## config.mk

```make
export PLATFORM = sky130hd
export DESIGN_NAME = shift_add_multiplier
export DESIGN_NICKNAME = d
export VERILOG_FILES = /design/src/rtl/shift_add_multiplier.sv
export SDC_FILE = /design/constraint.sdc
export NUM_CORES = 1
export LEC_CHECK = 0
export CORE_ASPECT_RATIO = 0.6
export CORE_MARGIN = 5
export CORE_UTILIZATION = 30
export CTS_CLUSTER_SIZE = 40
export DETAILED_ROUTE_END_ITERATION = 10
export HOLD_SLACK_MARGIN = 0.1
export PLACE_DENSITY = 0.5
export SYNTH_ARGS = -nofsm -noshare
export SYNTH_HDL_FRONTEND = slang
export SYNTH_SLANG_ARGS = --single-unit
export TNS_END_PERCENT = 50
```

## constraint.sdc

```tcl
create_clock -name i_w_clk -period 3.2 [get_ports i_w_clk]
set_input_delay 0.32 -clock i_w_clk [delete_from_list [all_inputs] [get_ports i_w_clk]]
set_output_delay 0.32 -clock i_w_clk [all_outputs]
set_load 0.1 [all_outputs]
```

## src/rtl/shift_add_multiplier.sv

```systemverilog
// Multi-cycle shift-and-add multiplier, one partial product per clock.
// Signed mode multiplies magnitudes and negates the result at the end, so
// the core loop is always an unsigned W x W -> 2W accumulate.
module shift_add_multiplier #(
  parameter int p_data_width = 4
) (
  input  logic                        i_w_clk,
  input  logic                        i_w_reset,
  input  logic [p_data_width-1:0]     i_w_a,
  input  logic [p_data_width-1:0]     i_w_b,
  input  logic                        i_w_signed,
  input  logic                        i_w_start,
  output logic                        o_w_busy,
  output logic                        o_w_done,
  output logic [2*p_data_width-1:0]   o_w_out,
  output logic [p_data_width-1:0]     o_w_disp_a,
  output logic [p_data_width-1:0]     o_w_disp_b
);

  localparam int W  = p_data_width;
  // Counter must hold W (its value after the last iteration).
  localparam int CW = $clog2(W + 1);
  localparam logic [CW-1:0]  LAST = CW'(W - 1);
  localparam logic [CW-1:0]  ONE_C = CW'(1);
  localparam logic [W-1:0]   ONE_W = W'(1);
  localparam logic [2*W-1:0] ONE_P = {{(2*W-1){1'b0}}, 1'b1};

  typedef enum logic [1:0] {S_IDLE, S_RUN, S_DONE} state_t;

  state_t          state_q, state_d;
  logic [2*W-1:0]  mcand_q, acc_q, acc_sum;
  logic [W-1:0]    mplier_q, abs_a, abs_b;
  logic [CW-1:0]   cnt_q;
  logic            neg_q;
  logic            accept, last_iter;

  assign accept    = (state_q == S_IDLE) && i_w_start;
  assign last_iter = (cnt_q == LAST);

  // Magnitude of -2^(W-1) wraps to 2^(W-1), which is still correct read unsigned.
  assign abs_a = (i_w_signed && i_w_a[W-1]) ? (~i_w_a + ONE_W) : i_w_a;
  assign abs_b = (i_w_signed && i_w_b[W-1]) ? (~i_w_b + ONE_W) : i_w_b;

  // Accumulator including the current partial product; also feeds the final result.
  assign acc_sum = acc_q + (mplier_q[0] ? mcand_q : '0);

  // State register.
  always_ff @(posedge i_w_clk) begin
    if (!i_w_reset) state_q <= S_IDLE;
    else            state_q <= state_d;
  end

  // Next state and Moore outputs decoded from the registered state.
  always_comb begin
    state_d  = state_q;
    o_w_busy = 1'b0;
    o_w_done = 1'b0;
    case (state_q)
      S_IDLE: if (i_w_start) state_d = S_RUN;
      S_RUN: begin
        o_w_busy = 1'b1;
        if (last_iter) state_d = S_DONE;
      end
      S_DONE: begin
        o_w_done = 1'b1;
        state_d  = S_IDLE;
      end
      default: state_d = S_IDLE;
    endcase
  end

  // Operand capture on accept, one shift-add step per RUN cycle, result on the last step.
  always_ff @(posedge i_w_clk) begin
    if (!i_w_reset) begin
      mcand_q    <= '0;
      mplier_q   <= '0;
      acc_q      <= '0;
      cnt_q      <= '0;
      neg_q      <= 1'b0;
      o_w_out    <= '0;
      o_w_disp_a <= '0;
      o_w_disp_b <= '0;
    end else if (accept) begin
      o_w_disp_a <= i_w_a;
      o_w_disp_b <= i_w_b;
      neg_q      <= i_w_signed & (i_w_a[W-1] ^ i_w_b[W-1]);
      mcand_q    <= {{W{1'b0}}, abs_a};
      mplier_q   <= abs_b;
      acc_q      <= '0;
      cnt_q      <= '0;
    end else if (state_q == S_RUN) begin
      acc_q    <= acc_sum;
      mcand_q  <= mcand_q << 1;
      mplier_q <= mplier_q >> 1;
      cnt_q    <= cnt_q + ONE_C;
      if (last_iter)
        o_w_out <= neg_q ? (~acc_sum + ONE_P) : acc_sum;
    end
  end

endmodule

```

Word-level counts from Yosys, hierarchy flattened --
Cells that the tools add are included.
Operators by class: add/subtract/negate cells 5, $mul 0, div/mod/pow operators 0, order comparisons 0, equality and inequality tests 5, shift operators 0, multiplexer cells 13, bitwise operators 7, reductions and logical operators 8
Operator list (number):
- 4-bit two-way mux | 6
- 8-bit two-way mux | 2
- 4-bit by 1-bit adder with 4-bit output, second input constant | 2
- 8-bit by 1-bit adder with 8-bit output, second input constant | 1
- 8-bit adder | 1
- 4-bit inverter | 2
- 8-bit inverter | 1
- 2-bit two-way mux | 2
- 2-bit inequality test, second input constant | 2
- 2-bit case mux with 2 select lines | 1
- 3-bit by 1-bit adder with 3-bit output, second input constant | 1
- 3-bit by 2-bit equality test with 1-bit output, second input constant | 1
- 1-bit logical AND | 3
- 3-bit AND reduction | 1
- 2-bit by 1-bit equality test with 1-bit output, second input constant | 1
- 2-bit equality test, second input constant | 1
- 2-bit logical NOT | 1
- 1-bit two-way mux | 2
- 1-bit inverter | 2
- 2-bit AND reduction | 1
- 2-bit nonzero test | 1
- 2-bit OR reduction | 1
- 1-bit bitwise AND | 1
- 1-bit bitwise XOR | 1
Storage, ports and cells: bits in registers 42, latch bits 0, bits in writable memories 0, ROM bits 0, input port bits 12, word-level logic and storage cells 48, memories 0

Depth between registers and ports, before layout --
word-level depth 5, depth in mapped cells 9

Worst setup path after synthesis --
OpenSTA, ideal clock, no wires.
kind flip-flop to flip-flop, start point register mplier_q[0], end point register o_w_out[6], library setup time 0.086 ns, arrival 2.261 ns, data required time 3.114 ns, slack 0.853 ns, cell stages (with the launch flop) 10, path buffers 0, cells stage by stage dfxtp_1 -> and2_1 -> ha_1 -> fa_1 -> a211o_1 -> o21ai_0 -> xnor2_1 -> o41ai_2 -> xor2_1 -> a211oi_1
On the way: word-level cells in the longest chain between the ends 5
Ends and longest elaborated chain:
- from (decl) | line 32 | logic [W-1:0] mplier_q, abs_a, abs_b;
- from (signal assigned) | line 88 | mplier_q <= abs_b;
- from (signal assigned) | line 94 | mplier_q <= mplier_q >> 1;
- 8-bit two-way mux (*) | line 45 | assign acc_sum = acc_q + (mplier_q[0] ? mcand_q : '0);
- 8-bit adder (*) | line 45
- 8-bit inverter | line 97 | o_w_out <= neg_q ? (~acc_sum + ONE_P) : acc_sum;
- 8-bit by 1-bit adder with 8-bit output | line 97
- 8-bit two-way mux (*) | line 97
- to (signal assigned) | line 97
- to (decl) | line 15 | output logic [2*p_data_width-1:0] o_w_out,
Mark *: on every way between the ends. The rest lies on a longest branch, timed or not. A chain may end at the register's enable or synchronous reset.

Worst setup path after layout --
start point register mplier_q[0], end point register o_w_out[7]
Same word-level chain as after synthesis.

==> impl_metrics.yaml <==
worst_setup_path:
  end_kind: "flip-flop"
  critical_path_peak_fanout: 9
  r2r-end: "o_w_out[7]"
  crit_type: "flip-flop to flip-flop"
  worst-r2r-cell-count: 9
  worstSetupStartpointType: "flip-flop"
  timing.rr.start: "mplier_q[0]"
  regToRegSetupSlack_ns: 0.65
  worst-endpoint-required_ns: 3.41
  critical_path_arrival_ns: 2.76
timing:
  maxSlewViolCount: 0
  max_freq_mhz: 392.7
  whs_ns: 0.4540
  period_share: 0.7958
  finalSetupViolCount: 0
  finalCriticalPeriod_ns: 2.547
  max_slew.worst_pin.slew_ns: 0.9909
  grt_setup_unrepaired: "no"
  final_hold_viol_count: 0
  fin_worst_skew_ns: 0.006650
  slew_headroom: 0.3374
  fin_tns_setup_ns: 0
synth:
  synthArstFlopShare: 0
  synth.distinct_cells: 39
  post_synth_inst_count: 275
  synth_top_flop_cell: "sky130_fd_sc_hd__dfxtp_1"
  yosys.cell_count.top_type: "sky130_fd_sc_hd__nand2_1"
  synthDominantAreaCellType: "sky130_fd_sc_hd__dfxtp_1"
  post_synthesis_net_count: 300
  yosys_warnings: 0
  post-synth-top-area-fraction: 0.3907
  synthTopCellsByCount: "sky130_fd_sc_hd__nand2_1 (65), sky130_fd_sc_hd__dfxtp_1 (42), sky130_fd_sc_hd__a21oi_1 (30)"
  syn-cell-area_um2: 2152
  netlist_top_cells_area: "sky130_fd_sc_hd__dfxtp_1 (39%), sky130_fd_sc_hd__nand2_1 (11%), sky130_fd_sc_hd__a21oi_1 (7.0%), sky130_fd_sc_hd__ha_1 (7.0%), sky130_fd_sc_hd__nor2_1 (3.7%)"
  synthesis.area_per_instance_um2: 7.826
  post_synth_edffs: 0
  synth-seq-area-share: 0.3907
  postSynthRegisterBits: 42
routing:
  drt_iter0_markers: 84
  via_count: 1893
  met3_length_um: 286
  vias_per_cell: 4.866
  dr.pass1.iters: 4
  detail_route.wl_per_cell_um: 14.15
  met1Wirelength_um: 3232
  remaining_drc_errors: 0
  detailroute.wirelength.met2_um: 1959
  ant_nets: 0
  routed.top_layer: "met4"
  postRouteWirelength_um: 5504
min_path:
  hold_path_end: "o_w_disp_a[0]"
  hp-start: "o_w_disp_a[0]"
  worstHoldPathCells: 2
  min_path_type: "flip-flop to flip-flop"
floorplanning:
  floorplan.die.width_um: 119.3
  ios: 30
  dieArea_um2: 9023
  start_util: 0.3155
  rows: 23
  die_height_um: 75.61
  core_area_um2: 6820
place:
  placedInstanceArea_um2: 2524
  detailedPlacementHpwl_um: 4094
  io_buffer_count: 29
  place_congestion: 0.8540
  place.detailed.instances: 382
global_routing:
  number_of_antenna_violations_at_the_first_check_in_global_routing: 0
  total_routing_resource_utilization_after_global_routing: 0.1276
  grt_first_pass_wirelength_um: 8914
  global_route.overflow_total: 0
  grt_start_max_net_pins: 26
  first_global_vias: 1712
cts:
  clk_transition_reported_paths_ns: 0.06
  cts.sink_count: 42
  tritoncts: "done"
  cts.hold.buffers_added: 0
  cts_root_buf: "sky130_fd_sc_hd__clkbuf_16"
  postCtsSetupBuffers: 0
  ctsResizeCount: 0
  cts_made_buffers: 5
  worstSkewPairLatency_ns: 0.28
  cts_max_path_buffers: 2
  htree_num_levels: 2
finish:
  utilization: 0.3898
  post-route-cell-area_um2: 2659
  antenna_cells_inserted: 0
  num-nets-final: 327
  fin_cells: 389
  syn2layout_area_growth_pct: 23.55
  post_route_cells_drive_above_1_share: 0.04967
pwr:
  cellLeakagePower_uw: 0.001036
  ir_drop_uv: 241.3
  pwrdens_nw_per_um2: 463.5
run_status:
  status: "completed"
run:
  cap_viol_max_count: 0
-- per-layer routing --
metal / vias up / track usage
li1: 993 / -
met1: 855 / 0.2067
met2: 41 / 0.1601
met3: 4 / 0.03635
met4: 0 / 0.02665
met5: - / 0
-- worst max-delay path, cell delays in order (launching register included) --
cell	delay, ns
sky130_fd_sc_hd__dfxtp_1	0.37
sky130_fd_sc_hd__and2_1	0.16
sky130_fd_sc_hd__ha_1	0.21
sky130_fd_sc_hd__fa_1	0.41
sky130_fd_sc_hd__xnor2_1	0.36
sky130_fd_sc_hd__nand3_1	0.16
sky130_fd_sc_hd__o21bai_1	0.20
sky130_fd_sc_hd__o41ai_1	0.34
sky130_fd_sc_hd__o211ai_1	0.14
sky130_fd_sc_hd__o211ai_1	0.10
-- cells by family (layout without fill, tap and decap cells) --
family | count (synthesis) | count (layout) | synth area share
buffers and inverters | 24 | 51 | 0.04186
XOR/XNOR | 13 | 13 | 0.05291
AO/OA/AOI/OAI | 62 | 62 | 0.1878
multiplexers | 1 | 1 | 0.004651
flip-flops | 42 | 42 | 0.3907
adder cells (fa/ha/maj) | 13 | 13 | 0.07907
AND/OR/NAND/NOR | 120 | 120 | 0.2430
-- report_power, final --
group | switching [uW] | total (uW) | internal, uW
sequential | 13.1 | 555 | 542
combinational | 132 | 189 | 57.1
clock | 206 | 488 | 282
-- flip-flops by register name, summed over array words and instances (netlist names), 2 cells and up --
name	count
cnt_q	3
acc_q	8
o_w_out	8
mplier_q	4
state_q	2
o_w_disp_b	4
o_w_disp_a	4
mcand_q	8
-- area by class of cell --
cell class                      instances  area, um^2
Fill cell                             698        4161
Clock buffer                            5       125.1
Multi-Input combinational cell        209        1221
Inverter                               12       45.04
Timing Repair Buffer                   32       307.8
Clock inverter                          2       10.01
Tap cell                               87       108.9
Sequential cell                        42       840.8
-- placed cells by master, fill, tap and decap left out, drive strengths merged, types with 9 or more instances in the layout --
cell,synthesis,final
clkdlybuf4s50,0,27
inv,11,11
a21oi,30,30
and2,9,9
nor2,21,21
a211oi,9,9
nand2,65,65
nand3,9,9
ha,12,12
dfxtp,42,42
-- how the worst max path moves through the flow --
stage / slack [ns] / start / cells after the start / to
floorplan: 0.85 / mplier_q[0] / 9 / o_w_out[6]
global placement: 0.69 / mplier_q[0] / 9 / o_w_out[7]
detailed placement: 0.65 / mplier_q[0] / 9 / o_w_out[6]
CTS: 0.63 / mplier_q[0] / 9 / o_w_out[6]
global route: 0.30 / mplier_q[0] / 9 / o_w_out[7]
finish: 0.65 / mplier_q[0] / 9 / o_w_out[7]
-- metrics by stage --
stage | total power [uW] | setup WS (ns)
2_1_floorplan | 695.5 | 0.8532
3_3_place_gp | 755.6 | 0.6856
3_5_place_dp | 756.4 | 0.6482
4_1_cts | 1250 | 0.6322
5_1_grt | 1294 | 0.3030
6_report | 1232 | 0.6533
Power figures use the tool's default switching activity.
